### src/rtl/wb_arbiter_pkg.sv
// Shared constants and helpers for the write-back arbiter slice.
// The optional WB_BYPASS_EN macro is off by default; defining it adds the forwarding ports.
package wb_arbiter_pkg;

   localparam int DEFAULT_XLEN = 32;
   localparam int REG_ADDR_W   = 5;
   localparam logic RST_ACTIVE = 1'b1;

   typedef logic [REG_ADDR_W-1:0] reg_addr_t;

   localparam reg_addr_t ZERO_REG = '0;

   // x0 is hardwired, so results aimed at it are consumed without a write
   function automatic logic writes_reg(input reg_addr_t rd);
      return rd != ZERO_REG;
   endfunction

endpackage

### src/rtl/wb_arbiter_if.sv
// Producer-side and register-file-side signals of the write-back arbiter.
// WB_BYPASS_EN adds the rs1/rs2 forwarding signals.
interface wb_arbiter_if #(
   parameter int XLEN = 32
);
   import wb_arbiter_pkg::*;

   logic            alu_valid;
   reg_addr_t       alu_rd;
   logic [XLEN-1:0] alu_data;
   logic            alu_ready;

   logic            lsu_valid;
   reg_addr_t       lsu_rd;
   logic [XLEN-1:0] lsu_data;
   logic            lsu_ready;

   logic            wb_wen;
   reg_addr_t       wb_rd;
   logic [XLEN-1:0] wb_data;
   logic            wb_busy;

`ifdef WB_BYPASS_EN
   reg_addr_t       rs1;
   reg_addr_t       rs2;
   logic            fwd1_hit;
   logic            fwd2_hit;
   logic [XLEN-1:0] fwd1_data;
   logic [XLEN-1:0] fwd2_data;

   modport master (
      output alu_valid, alu_rd, alu_data, input alu_ready,
      output lsu_valid, lsu_rd, lsu_data, input lsu_ready,
      input  wb_wen, wb_rd, wb_data, wb_busy,
      output rs1, rs2,
      input  fwd1_hit, fwd2_hit, fwd1_data, fwd2_data
   );

   modport slave (
      input  alu_valid, alu_rd, alu_data, output alu_ready,
      input  lsu_valid, lsu_rd, lsu_data, output lsu_ready,
      output wb_wen, wb_rd, wb_data, wb_busy,
      input  rs1, rs2,
      output fwd1_hit, fwd2_hit, fwd1_data, fwd2_data
   );
`else
   modport master (
      output alu_valid, alu_rd, alu_data, input alu_ready,
      output lsu_valid, lsu_rd, lsu_data, input lsu_ready,
      input  wb_wen, wb_rd, wb_data, wb_busy
   );

   modport slave (
      input  alu_valid, alu_rd, alu_data, output alu_ready,
      input  lsu_valid, lsu_rd, lsu_data, output lsu_ready,
      output wb_wen, wb_rd, wb_data, wb_busy
   );
`endif

endinterface

### src/rtl/wb_fifo.sv
// Synchronous circular-buffer FIFO holding {rd, data} ALU results.
// DEPTH must be a power of two so the pointers wrap naturally.
module wb_fifo #(
   parameter int WIDTH = 37,
   parameter int DEPTH = 2
) (
   input  logic                       clk,
   input  logic                       rst,
   input  logic                       push,
   input  logic [WIDTH-1:0]           push_data,
   input  logic                       pop,
   output logic [WIDTH-1:0]           pop_data,
   output logic                       full,
   output logic                       empty,
   output logic [$clog2(DEPTH):0]     count
);
   import wb_arbiter_pkg::*;

   localparam int PW = $clog2(DEPTH);
   localparam int CW = PW + 1;

   logic [WIDTH-1:0] mem [DEPTH];
   logic [PW-1:0]    wr_ptr;
   logic [PW-1:0]    rd_ptr;
   logic             do_push;
   logic             do_pop;

   assign full     = count == CW'(DEPTH);
   assign empty    = count == '0;
   assign do_push  = push && !full;
   assign do_pop   = pop && !empty;
   assign pop_data = mem[rd_ptr];

   always_ff @(posedge clk) begin
      if (rst == RST_ACTIVE) begin
         wr_ptr <= '0;
         rd_ptr <= '0;
         count  <= '0;
      end else begin
         if (do_push) wr_ptr <= wr_ptr + PW'(1);
         if (do_pop)  rd_ptr <= rd_ptr + PW'(1);
         count <= count + CW'(do_push) - CW'(do_pop);
      end
   end

   // Storage needs no reset: the pointers alone decide what is valid
   always_ff @(posedge clk) begin
      if (do_push) mem[wr_ptr] <= push_data;
   end

endmodule

### src/rtl/wb_arbiter.sv
// Write-back arbiter: serialises LSU and buffered ALU results onto the register-file write port.
// Define WB_BYPASS_EN to add combinational rs1/rs2 forwarding from the output register.
module wb_arbiter
   import wb_arbiter_pkg::*;
#(
   parameter int XLEN       = DEFAULT_XLEN,
   parameter int ALU_DEPTH  = 2,
   parameter int STARVE_MAX = 3
) (
   input logic         clk,
   input logic         rst,
   wb_arbiter_if.slave bus
);

   localparam int CW = $clog2(ALU_DEPTH) + 1;
   localparam int SW = $clog2(STARVE_MAX + 1);
   localparam int FW = REG_ADDR_W + XLEN;

   logic            fifo_push;
   logic            fifo_pop;
   logic            fifo_full;
   logic            fifo_empty;
   logic [CW-1:0]   fifo_count;
   logic [FW-1:0]   fifo_head;
   logic [SW-1:0]   starve_cnt;
   logic            lsu_ready_int;
   logic            lsu_win;
   logic            in_reset;
   logic            wen_q;
   reg_addr_t       rd_q;
   logic [XLEN-1:0] data_q;

   assign in_reset = rst == RST_ACTIVE;

   // Readies are forced high in reset, but the in_reset terms below keep anything from being taken
   assign lsu_ready_int = in_reset
                       || !(fifo_count != '0 && starve_cnt == SW'(STARVE_MAX));
   assign bus.lsu_ready = lsu_ready_int;
   assign bus.alu_ready = in_reset || !fifo_full;

   assign lsu_win   = bus.lsu_valid && lsu_ready_int && !in_reset;
   assign fifo_push = bus.alu_valid && !fifo_full && !in_reset;
   assign fifo_pop  = !lsu_win && !fifo_empty && !in_reset;

   wb_fifo #(
      .WIDTH (FW),
      .DEPTH (ALU_DEPTH)
   ) u_fifo (
      .clk       (clk),
      .rst       (rst),
      .push      (fifo_push),
      .push_data ({bus.alu_rd, bus.alu_data}),
      .pop       (fifo_pop),
      .pop_data  (fifo_head),
      .full      (fifo_full),
      .empty     (fifo_empty),
      .count     (fifo_count)
   );

   // Counts LSU wins that overtook a waiting ALU entry; saturating it blocks the LSU for one pop
   always_ff @(posedge clk) begin
      if (in_reset) begin
         starve_cnt <= '0;
      end else if (fifo_pop || fifo_count == '0) begin
         starve_cnt <= '0;
      end else if (lsu_win) begin
         starve_cnt <= starve_cnt + SW'(1);
      end
   end

   // rd/data hold on idle cycles so only wb_wen marks a fresh write
   always_ff @(posedge clk) begin
      if (in_reset) begin
         wen_q  <= 1'b0;
         rd_q   <= '0;
         data_q <= '0;
      end else if (lsu_win) begin
         wen_q  <= writes_reg(bus.lsu_rd);
         rd_q   <= bus.lsu_rd;
         data_q <= bus.lsu_data;
      end else if (fifo_pop) begin
         wen_q  <= writes_reg(fifo_head[FW-1 -: REG_ADDR_W]);
         rd_q   <= fifo_head[FW-1 -: REG_ADDR_W];
         data_q <= fifo_head[XLEN-1:0];
      end else begin
         wen_q  <= 1'b0;
      end
   end

   assign bus.wb_wen  = wen_q;
   assign bus.wb_rd   = rd_q;
   assign bus.wb_data = data_q;
   assign bus.wb_busy = fifo_count != '0 || wen_q;

`ifdef WB_BYPASS_EN
   // Covers the cycle where the register file still returns the pre-write value
   assign bus.fwd1_hit  = wen_q && rd_q == bus.rs1 && bus.rs1 != ZERO_REG;
   assign bus.fwd2_hit  = wen_q && rd_q == bus.rs2 && bus.rs2 != ZERO_REG;
   assign bus.fwd1_data = data_q;
   assign bus.fwd2_data = data_q;
`endif

endmodule

### src/flat_wrapper.sv
// flat-port wrapper written by rule: the top's interface ports become plain ports
module wb_arbiter_flat import wb_arbiter_pkg::*;
#(
   parameter int XLEN       = DEFAULT_XLEN,
   parameter int ALU_DEPTH  = 2,
   parameter int STARVE_MAX = 3
)
  (clk, rst, bus_alu_valid, bus_alu_rd, bus_alu_data, bus_alu_ready, bus_lsu_valid, bus_lsu_rd, bus_lsu_data, bus_lsu_ready, bus_wb_wen, bus_wb_rd, bus_wb_data, bus_wb_busy);
  wb_arbiter_if #(.XLEN(XLEN)) bus_i ();
  input logic clk;
  input logic rst;
  input wire logic [$bits(bus_i.alu_valid)-1:0] bus_alu_valid;
  input wire logic [$bits(bus_i.alu_rd)-1:0] bus_alu_rd;
  input wire logic [$bits(bus_i.alu_data)-1:0] bus_alu_data;
  output wire logic [$bits(bus_i.alu_ready)-1:0] bus_alu_ready;
  input wire logic [$bits(bus_i.lsu_valid)-1:0] bus_lsu_valid;
  input wire logic [$bits(bus_i.lsu_rd)-1:0] bus_lsu_rd;
  input wire logic [$bits(bus_i.lsu_data)-1:0] bus_lsu_data;
  output wire logic [$bits(bus_i.lsu_ready)-1:0] bus_lsu_ready;
  output wire logic [$bits(bus_i.wb_wen)-1:0] bus_wb_wen;
  output wire logic [$bits(bus_i.wb_rd)-1:0] bus_wb_rd;
  output wire logic [$bits(bus_i.wb_data)-1:0] bus_wb_data;
  output wire logic [$bits(bus_i.wb_busy)-1:0] bus_wb_busy;
  assign bus_i.alu_valid = bus_alu_valid;
  assign bus_i.alu_rd = bus_alu_rd;
  assign bus_i.alu_data = bus_alu_data;
  assign bus_alu_ready = bus_i.alu_ready;
  assign bus_i.lsu_valid = bus_lsu_valid;
  assign bus_i.lsu_rd = bus_lsu_rd;
  assign bus_i.lsu_data = bus_lsu_data;
  assign bus_lsu_ready = bus_i.lsu_ready;
  assign bus_wb_wen = bus_i.wb_wen;
  assign bus_wb_rd = bus_i.wb_rd;
  assign bus_wb_data = bus_i.wb_data;
  assign bus_wb_busy = bus_i.wb_busy;
  wb_arbiter #(.XLEN(XLEN), .ALU_DEPTH(ALU_DEPTH), .STARVE_MAX(STARVE_MAX)) u_core (.clk(clk), .rst(rst), .bus(bus_i));
endmodule
### config.mk
export PLATFORM = sky130hd
export DESIGN_NAME = wb_arbiter_flat
export DESIGN_NICKNAME = d
export VERILOG_FILES = /design/src/rtl/wb_arbiter_pkg.sv /design/src/rtl/wb_arbiter_if.sv /design/src/rtl/wb_fifo.sv /design/src/rtl/wb_arbiter.sv /design/src/flat_wrapper.sv
export SDC_FILE = /design/constraint.sdc
export NUM_CORES = 1
export LEC_CHECK = 0
export CAP_MARGIN = 0
export CORE_MARGIN = 4
export CORE_UTILIZATION = 48
export CTS_CLUSTER_SIZE = 25
export DETAILED_ROUTE_END_ITERATION = 7
export GPL_ROUTABILITY_DRIVEN = 0
export HOLD_SLACK_MARGIN = 0.06
export PLACE_DENSITY_LB_ADDON = 0.15
export SLEW_MARGIN = 20
export SYNTH_ARGS = -nofsm -noshare
export SYNTH_HDL_FRONTEND = slang
export SYNTH_SLANG_ARGS = --single-unit
### constraint.sdc
create_clock -name clk -period 3.9 [get_ports clk]
set_input_delay 0.585 -clock clk [delete_from_list [all_inputs] [get_ports clk]]
set_output_delay 0.585 -clock clk [all_outputs]
set_load 0.1 [all_outputs]
==> impl_results.rst, run 1 <==
.. list-table::
   :header-rows: 1

   * - Metric
     - Value
   * - Outcome
     - finished, final reports clean
   * - Number of buffers between clock root and the deepest sink
     - 2
   * - Number of diodes added for antenna fixing
     - 0
   * - Antenna viol nets, final
     - 0
   * - Slew Viols, Final
     - 0
   * - Sum of internal, switching and leakage power
     - 0.003880 W
   * - Clock network latency to the later pin of the worst-skew pair
     - 510 ps
   * - Fraction of layout cells with a size suffix above 1
     - 10.02%
   * - Post-DP HPWL
     - 6706 µm
   * - Routed length per placed instance
     - 18.07 µm
   * - Final TNS setup
     - 0 ps
   * - Period utilization
     - 74.02%
   * - Clock-pin transition on the worst setup and hold timing paths
     - 50 ps
   * - Post-layout nets
     - 537
   * - Number of global-route vias before repair
     - 3452
   * - Worst path setup slack after routing
     - 1013 ps
   * - Grt total ovfl
     - 0
   * - Leakage
     - 2.176 nW
   * - Post-CTS repair timing setup buffer count
     - 0
   * - Worst Setup Path Type
     - flop to output port
   * - Critical path endpoint category
     - output port
   * - Total of endpoints with negative setup slack in the final report
     - 0
   * - CP Buf/Inv Count
     - 1
   * - Critical-path top delay cell
     - sky130_fd_sc_hd__clkdlybuf4s50_1
   * - Placed Instance Area
     - 0.005982 mm²
   * - Path category of the worst min-delay check
     - flop to flop
   * - Area of the mapped netlist
     - 0.004738 mm²
   * - Finished Cell Area
     - 0.006560 mm²
   * - First-pass DRT Iterations
     - 4
   * - Syn avg cell area
     - 13.85 µm²
   * - Cts hold-fix bufs
     - 0
   * - Worst endpoint required time
     - 3310 ps
   * - Count of state elements after synthesis
     - 119
   * - Root Driver
     - sky130_fd_sc_hd__clkbuf_8
   * - Via density per instance
     - 5.463
   * - Initial antenna violation count
     - 0
   * - Setup clock skew after layout
     - 8.141 ps
   * - Area of the die
     - 0.01153 mm²
   * - CTS sink count
     - 119
   * - Aggregate global-route resource usage
     - 19.77%
   * - Number of design-rule violations left by the first detailed-router iteration
     - 147
   * - X dimension of the die
     - 107.4 µm
   * - Via Count
     - 3267
   * - Starting density of the core
     - 50.33%
   * - RSZ-0062 raised after global routing
     - no
   * - Cts repair resizes
     - 0
   * - Delay contributed by the slowest stage of the critical path
     - 1120 ps
   * - TritonCTS clock tree
     - built
   * - Shortest clock period the worst path allows after layout
     - 2887 ps
   * - Area added between synthesis and finish
     - 38.45%
   * - Warnings from Yosys
     - 0
   * - Total wirelength of the detailed-routed design
     - 10800 µm
   * - Worst slack at placement
     - 952.2 ps
   * - DP Cell Count
     - 566
   * - Fin. Hold Viols
     - 0
   * - Post-synthesis cell type count
     - 31
   * - Highest clock rate
     - 346.4 MHz
   * - Startpoint kind of the worst setup timing path
     - flop
   * - Crit path max fanout
     - 7
   * - Placement Rows
     - 35
   * - Leading cell type in the layout, fill and taps excluded
     - sky130_fd_sc_hd__clkdlybuf4s50_1
   * - Standard cell core area
     - 0.009415 mm²
   * - Worst endpoint data arrival time
     - 2300 ps
   * - Power per standard cell area
     - 591.5 mW/mm²
   * - Worst-margin pin slew
     - 1123 ps
   * - Post-Syn Instances
     - 342
   * - Wire length of the first global-routing pass
     - 17460 µm
   * - Final Instance Count excl. Fillers
     - 598
   * - IO Pins
     - 119
   * - DRC
     - 0
   * - Max-cap viol count
     - 0
   * - Setup slack of the most critical reg-to-reg path
     - 1770 ps
   * - Pin count of the biggest net entering global routing
     - 77
   * - Ordered list of cells on the worst path
     - or3_1 > clkdlybuf4s50_1
   * - Worst slew margin
     - 25.13%
   * - Syn Nets
     - 423
   * - H-tree levels
     - 4
   * - Die boundary height
     - 107.4 µm
   * - Sequential element share of the synthesized area
     - 65.91%
   * - Inserted Clock Buffers
     - 17
   * - Max VDD drop
     - 0.3742 mV
   * - Highest-count cells in the layout ignoring fill and taps
     - sky130_fd_sc_hd__clkdlybuf4s50_1 (116), sky130_fd_sc_hd__edfxtp_1 (74), sky130_fd_sc_hd__dfxtp_1 (44)
   * - PortBufs
     - 118
   * - Kind of cell adding the most delay to the critical path
     - buffers and inverters
[logic make-up (layout without fill, tap and decap cells)]
group                      Yosys count  in the layout  share of synthesized area, %
adders and majority gates            3              3                        0.7923
DFF                                119            119                         65.91
muxes                               37             37                         7.816
and+or+nand+nor                     68             68                         8.820
xor gates and xnor gates             1              1                        0.1849
AOI/OAI and AO/OA                   82             82                         12.97
buffers and inverters               32            159                         3.512
[layer usage]
layer  vias up  GRT usage (%)  part of all wire, %
met4         0          5.500                 0.94
met3        14          6.599                  5.0
li1       1574              -                    -
met1      1586          24.34                   44
met2        93          33.29                   50
met5         -              0                    0
[through the flow]
step / utilization, % / hold slack, ps
finish: 69.67 / 425.0
detailed placement: 63.53 / 419.3
CTS: 69.67 / 426.7
global route: 69.67 / 450.6
global placement: 63.53 / 412.2
floorplan: - / 404.2
[report_power, final]
group,switching (W),total [W],internal [W]
clock,0.000534,0.00150,0.000968
combinational,0.000603,0.000870,0.000267
sequential,0.0000669,0.00151,0.00144
[final cells by class]
cell class / count / area (µm²)
Multi-Input combinational cell: 191 / 1464
Clock buffer: 19 / 421.7
Fill cell: 709 / 2855
Tap cell: 129 / 161.4
Inverter: 3 / 11.26
Sequential cell: 119 / 3124
Clock inverter: 13 / 156.4
Timing Repair Buffer: 124 / 1221
[synthesized netlist by cell type]
master | instances | area [µm²]
sky130_fd_sc_hd__nor3_1 | 5 | 25.02
sky130_fd_sc_hd__clkbuf_1 | 17 | 63.81
sky130_fd_sc_hd__nand3b_1 | 1 | 7.510
sky130_fd_sc_hd__xor2_1 | 1 | 8.760
sky130_fd_sc_hd__nor3b_1 | 1 | 7.510
sky130_fd_sc_hd__and2_1 | 1 | 6.260
sky130_fd_sc_hd__nor2_1 | 6 | 22.52
sky130_fd_sc_hd__o31ai_1 | 1 | 7.510
sky130_fd_sc_hd__a21oi_1 | 3 | 15.01
sky130_fd_sc_hd__buf_2 | 7 | 35.03
sky130_fd_sc_hd__o21ai_1 | 3 | 15.01
sky130_fd_sc_hd__inv_1 | 3 | 11.26
sky130_fd_sc_hd__nor2_2 | 1 | 6.260
sky130_fd_sc_hd__ha_1 | 3 | 37.54
sky130_fd_sc_hd__nor4_1 | 2 | 12.51
sky130_fd_sc_hd__edfxtp_1 | 74 | 2222
sky130_fd_sc_hd__or4_1 | 1 | 7.510
sky130_fd_sc_hd__nand2b_1 | 3 | 18.77
sky130_fd_sc_hd__or3_1 | 39 | 244.0
sky130_fd_sc_hd__a32o_1 | 37 | 370.4
sky130_fd_sc_hd__a211oi_1 | 1 | 7.510
sky130_fd_sc_hd__o21ai_0 | 35 | 175.2
sky130_fd_sc_hd__mux2i_1 | 37 | 370.4
sky130_fd_sc_hd__o21a_4 | 1 | 15.01
sky130_fd_sc_hd__dfxtp_1 | 45 | 900.9
sky130_fd_sc_hd__or2_2 | 2 | 12.51
sky130_fd_sc_hd__buf_6 | 5 | 56.30
sky130_fd_sc_hd__nor2b_1 | 3 | 18.77
sky130_fd_sc_hd__a31o_2 | 1 | 8.760
sky130_fd_sc_hd__nand2_1 | 2 | 7.510
sky130_fd_sc_hd__nor4_4 | 1 | 21.27
[worst register-to-register path: stages, from the launching register on]
cell	delay, ps
sky130_fd_sc_hd__dfxtp_2	1070
sky130_fd_sc_hd__buf_4	330
sky130_fd_sc_hd__mux2i_1	220
sky130_fd_sc_hd__o21ai_0	110
sky130_fd_sc_hd__a32o_1	280
[sequential cells by signal (all words and copies together), names as in the netlist, named ones only]
register and count:
u_core.bus.wb_data 32, u_core.bus.wb_rd 5, u_core.bus.wb_wen 1, u_core.starve_cnt 2, u_core.u_fifo.count 2, u_core.u_fifo.mem 74
u_core.u_fifo.rd_ptr 1, u_core.u_fifo.wr_ptr 1
[worst paths after layout]
| path | cells after the start | startpoint | to |
|---|---|---|---|
| max | 2 | u_core.u_fifo.count[0]$_SDFF_PP0_ | bus_wb_busy |
| min | 1 | u_core.starve_cnt[0]$_SDFFE_PP0P_ | u_core.starve_cnt[0]$_SDFFE_PP0P_ |
| max reg2reg | 4 | flop | u_core.bus.wb_data[30]$_SDFFE_PP0P_ |
| min reg2reg | 1 | u_core.starve_cnt[0]$_SDFFE_PP0P_ | u_core.starve_cnt[0]$_SDFFE_PP0P_ |
Note: power is estimated with default switching activity, not from simulation.
==> run 2: changes to the inputs <==
--- a/config.mk
+++ b/config.mk
@@ -7,7 +7,7 @@
 export LEC_CHECK = 0
 export CAP_MARGIN = 0
 export CORE_MARGIN = 4
-export CORE_UTILIZATION = 48
+export CORE_UTILIZATION = 44
 export CTS_CLUSTER_SIZE = 25
 export DETAILED_ROUTE_END_ITERATION = 7
 export GPL_ROUTABILITY_DRIVEN = 0
==> constraint.sdc (replaced) <==
create_clock -name clk -period 2.6 [get_ports clk]
set_input_delay 0.39 -clock clk [delete_from_list [all_inputs] [get_ports clk]]
set_output_delay 0.39 -clock clk [all_outputs]
set_load 0.1 [all_outputs]
==> run 2 against run 1 <==
  * Worst setup slack worse by 450 ps
  * Non-clock buffer count is 3 higher
  * Combinational power increased by 51%
  * Clock power increased by 43%
  * Clock-buffer cell count fell by 1
  * Cell area fell by 0.40%
  * Clock skew up 3.4 ps
  * Total power rose by 47%
  * Worst hold slack better by 13 ps
  * Critical endpoint is now bus_lsu_ready
  * Largest cell class unchanged
  * Largest power group unchanged
  * Highest routed layer unchanged
==> impl_results.rst, run 2 (synthesis results as in run 1) <==
.. list-table::
   :header-rows: 1

   * - Metric
     - Value
   * - RSZ-0062 raised after global routing
     - no
   * - Setup clock skew after layout
     - 11.50 ps
   * - Number of buffers between clock root and the deepest sink
     - 2
   * - Sum of internal, switching and leakage power
     - 0.005687 W
   * - Capture point of the worst reg-to-reg path
     - u_core.u_fifo.count[1]$_SDFF_PP0_
   * - Max VDD drop
     - 0.5264 mV
   * - Die boundary height
     - 111.8 µm
   * - Area of the die
     - 0.01249 mm²
   * - Root Driver
     - sky130_fd_sc_hd__clkbuf_8
   * - Crit path launch
     - u_core.u_fifo.count[1]$_SDFF_PP0_
   * - Worst endpoint required time
     - 2210 ps
   * - Wire length of the first global-routing pass
     - 17440 µm
   * - DRC
     - 0
   * - H-tree levels
     - 4
   * - Max-cap viol count
     - 0
   * - Part of the total power dissipated in sequential elements
     - 39.3%
   * - TritonCTS clock tree
     - built
   * - Leading cell type in the layout, fill and taps excluded
     - sky130_fd_sc_hd__clkdlybuf4s50_1
   * - Crit path max fanout
     - 8
   * - Inserted Clock Buffers
     - 17
   * - Area added between synthesis and finish
     - 37.89%
   * - Startpoint kind of the worst setup timing path
     - flop
   * - PortBufs
     - 118
   * - Number of diodes added for antenna fixing
     - 0
   * - Starting density of the core
     - 45.49%
   * - Clock network latency to the later pin of the worst-skew pair
     - 490 ps
   * - Cts repair resizes
     - 0
   * - Placement Rows
     - 37
   * - Path category of the worst min-delay check
     - flop to flop
   * - Multi-input gate area
     - 0.001464 mm²
   * - FF-to-FF path depth
     - 8
   * - Worst-margin pin slew
     - 936.0 ps
   * - Highest clock rate
     - 491.4 MHz
   * - Final TNS setup
     - 0 ps
   * - Antenna viol nets, final
     - 0
   * - Post-DP HPWL
     - 6716 µm
   * - Total of endpoints with negative setup slack in the final report
     - 0
   * - Clk network pwr share
     - 37.7%
   * - Aggregate global-route resource usage
     - 17.36%
   * - Via Count
     - 3279
   * - IO Pins
     - 119
   * - Largest reg by FF count
     - u_core.u_fifo.mem
   * - Sink of the worst hold path
     - u_core.starve_cnt[0]$_SDFFE_PP0P_
   * - FF/Latch Area
     - 0.003124 mm²
   * - Clock-pin transition on the worst setup and hold timing paths
     - 60 ps
   * - Routed length per placed instance
     - 17.68 µm
   * - Worst slack at placement
     - 272.3 ps
   * - First-pass DRT Iterations
     - 4
   * - Worst Setup Path Type
     - flop to output port
   * - Switching fraction of total power
     - 32.51%
   * - Number of global-route vias before repair
     - 3404
   * - Standard cell core area
     - 0.01042 mm²
   * - Shortest clock period the worst path allows after layout
     - 2035 ps
   * - Worst slew margin
     - 37.45%
   * - Critical path endpoint category
     - output port
   * - Leakage
     - 2.261 nW
   * - Setup slack of the most critical reg-to-reg path
     - 590 ps
   * - Flip-flop count of the largest register after layout
     - 74
   * - Highest-count cells in the layout ignoring fill and taps
     - sky130_fd_sc_hd__clkdlybuf4s50_1 (77), sky130_fd_sc_hd__edfxtp_1 (74), sky130_fd_sc_hd__buf_4 (45)
   * - Fill cell instance count of the final layout
     - 821
   * - Via density per instance
     - 5.393
   * - Comb power frac
     - 23.0%
   * - Switching Power
     - 0.001849 W
   * - Grt total ovfl
     - 0
   * - Fin. Hold Viols
     - 0
   * - Number of design-rule violations left by the first detailed-router iteration
     - 209
   * - Post-layout nets
     - 540
   * - Pin count of the biggest net entering global routing
     - 77
   * - Power per standard cell area
     - 870.4 mW/mm²
   * - Outcome
     - finished, final reports clean
   * - CTS sink count
     - 119
   * - Post-CTS repair timing setup buffer count
     - 0
   * - Worst path setup slack after routing
     - 564.9 ps
   * - Cts hold-fix bufs
     - 0
   * - Slew Viols, Final
     - 0
   * - Depth of the worst hold-timing path
     - 1
   * - Initial antenna violation count
     - 0
   * - Period utilization
     - 78.27%
   * - Fraction of layout cells with a size suffix above 1
     - 19.07%
   * - Total wirelength of the detailed-routed design
     - 10750 µm
   * - X dimension of the die
     - 111.8 µm
   * - Hold Path Origin
     - u_core.starve_cnt[0]$_SDFFE_PP0P_
   * - P_int
     - 0.003838 W
   * - Launch instance of the worst register-to-register path
     - u_core.u_fifo.count[0]$_SDFF_PP0_
   * - Worst endpoint data arrival time
     - 1650 ps
-- run 2: changes by cell type in the layout (fill, tap and decap cells not counted) --
cell,previous run,this run
sky130_fd_sc_hd__clkbuf_1,2,0
sky130_fd_sc_hd__clkinv_1,1,2
sky130_fd_sc_hd__clkdlybuf4s50_1,116,77
sky130_fd_sc_hd__inv_6,0,2
sky130_fd_sc_hd__buf_12,0,5
sky130_fd_sc_hd__buf_4,8,45
sky130_fd_sc_hd__clkinvlp_4,2,3
sky130_fd_sc_hd__clkbuf_8,1,2
sky130_fd_sc_hd__clkinv_4,3,5
sky130_fd_sc_hd__bufinv_16,3,1
sky130_fd_sc_hd__clkinv_2,5,2
-- run 2: layout make-up --
cell class	instances	share of cell area, %
clock inverters	14	1.953
repair buffers	127	18.50
inverters	3	0.1723
flip-flops and latches	119	47.82
well taps	136	2.604
multi-input cells	191	22.41
clock buffers	18	6.549
-- run 2: critical path, cell delays in order (launching register included) --
cell and delay (ps):
sky130_fd_sc_hd__dfxtp_1 400, sky130_fd_sc_hd__nor2_1 380, sky130_fd_sc_hd__nor2_1 70, sky130_fd_sc_hd__nand2_1 130
sky130_fd_sc_hd__buf_12 180
-- run 2: worst max path at each step --
stage | to | slack (ps) | depth (start not counted)
floorplan | u_core.u_fifo.mem[1][0]$_DFFE_PP_ | 340 | 4
finish | bus_lsu_ready | 560 | 4
detailed placement | u_core.u_fifo.count[1]$_SDFF_PP0_ | 270 | 9
global placement | u_core.u_fifo.count[1]$_SDFF_PP0_ | 330 | 9
global route | u_core.u_fifo.count[1]$_SDFF_PP0_ | 430 | 8
CTS | bus_lsu_ready | 560 | 4
-- run 2: power groups by stage --
stage | clock network (W) | logic (W) | registers [W]
finish | 0.00214 | 0.00131 | 0.00224
global route | 0.00228 | 0.00137 | 0.00225
CTS | 0.00219 | 0.00132 | 0.00224
detailed placement | 0 | 0.00132 | 0.00227
global placement | 0 | 0.00131 | 0.00227
floorplan | 0 | 0.000341 | 0.00287
-- run 2: metal layers --
metal	up-vias	global-route usage [%]	wire length [µm]
met5	-	0	0
met4	0	4.542	94
met3	9	4.457	491
met2	89	29.58	5542
met1	1603	22.05	4619
li1	1578	-	-
-- run 2: metrics by stage --
step / cell area, µm² / std cells / hold slack (ps) / utilization, %
5_1_grt: 6534 / 608 / 450.6 / 62.73
6_report: 6534 / 608 / 438.1 / 62.73
3_5_place_dp: 5978 / 576 / 417.3 / 57.39
2_1_floorplan: 4741 / 342 / 404.2 / -
3_3_place_gp: 5978 / 576 / 412.7 / 57.39
4_1_cts: 6534 / 608 / 439.2 / 62.73
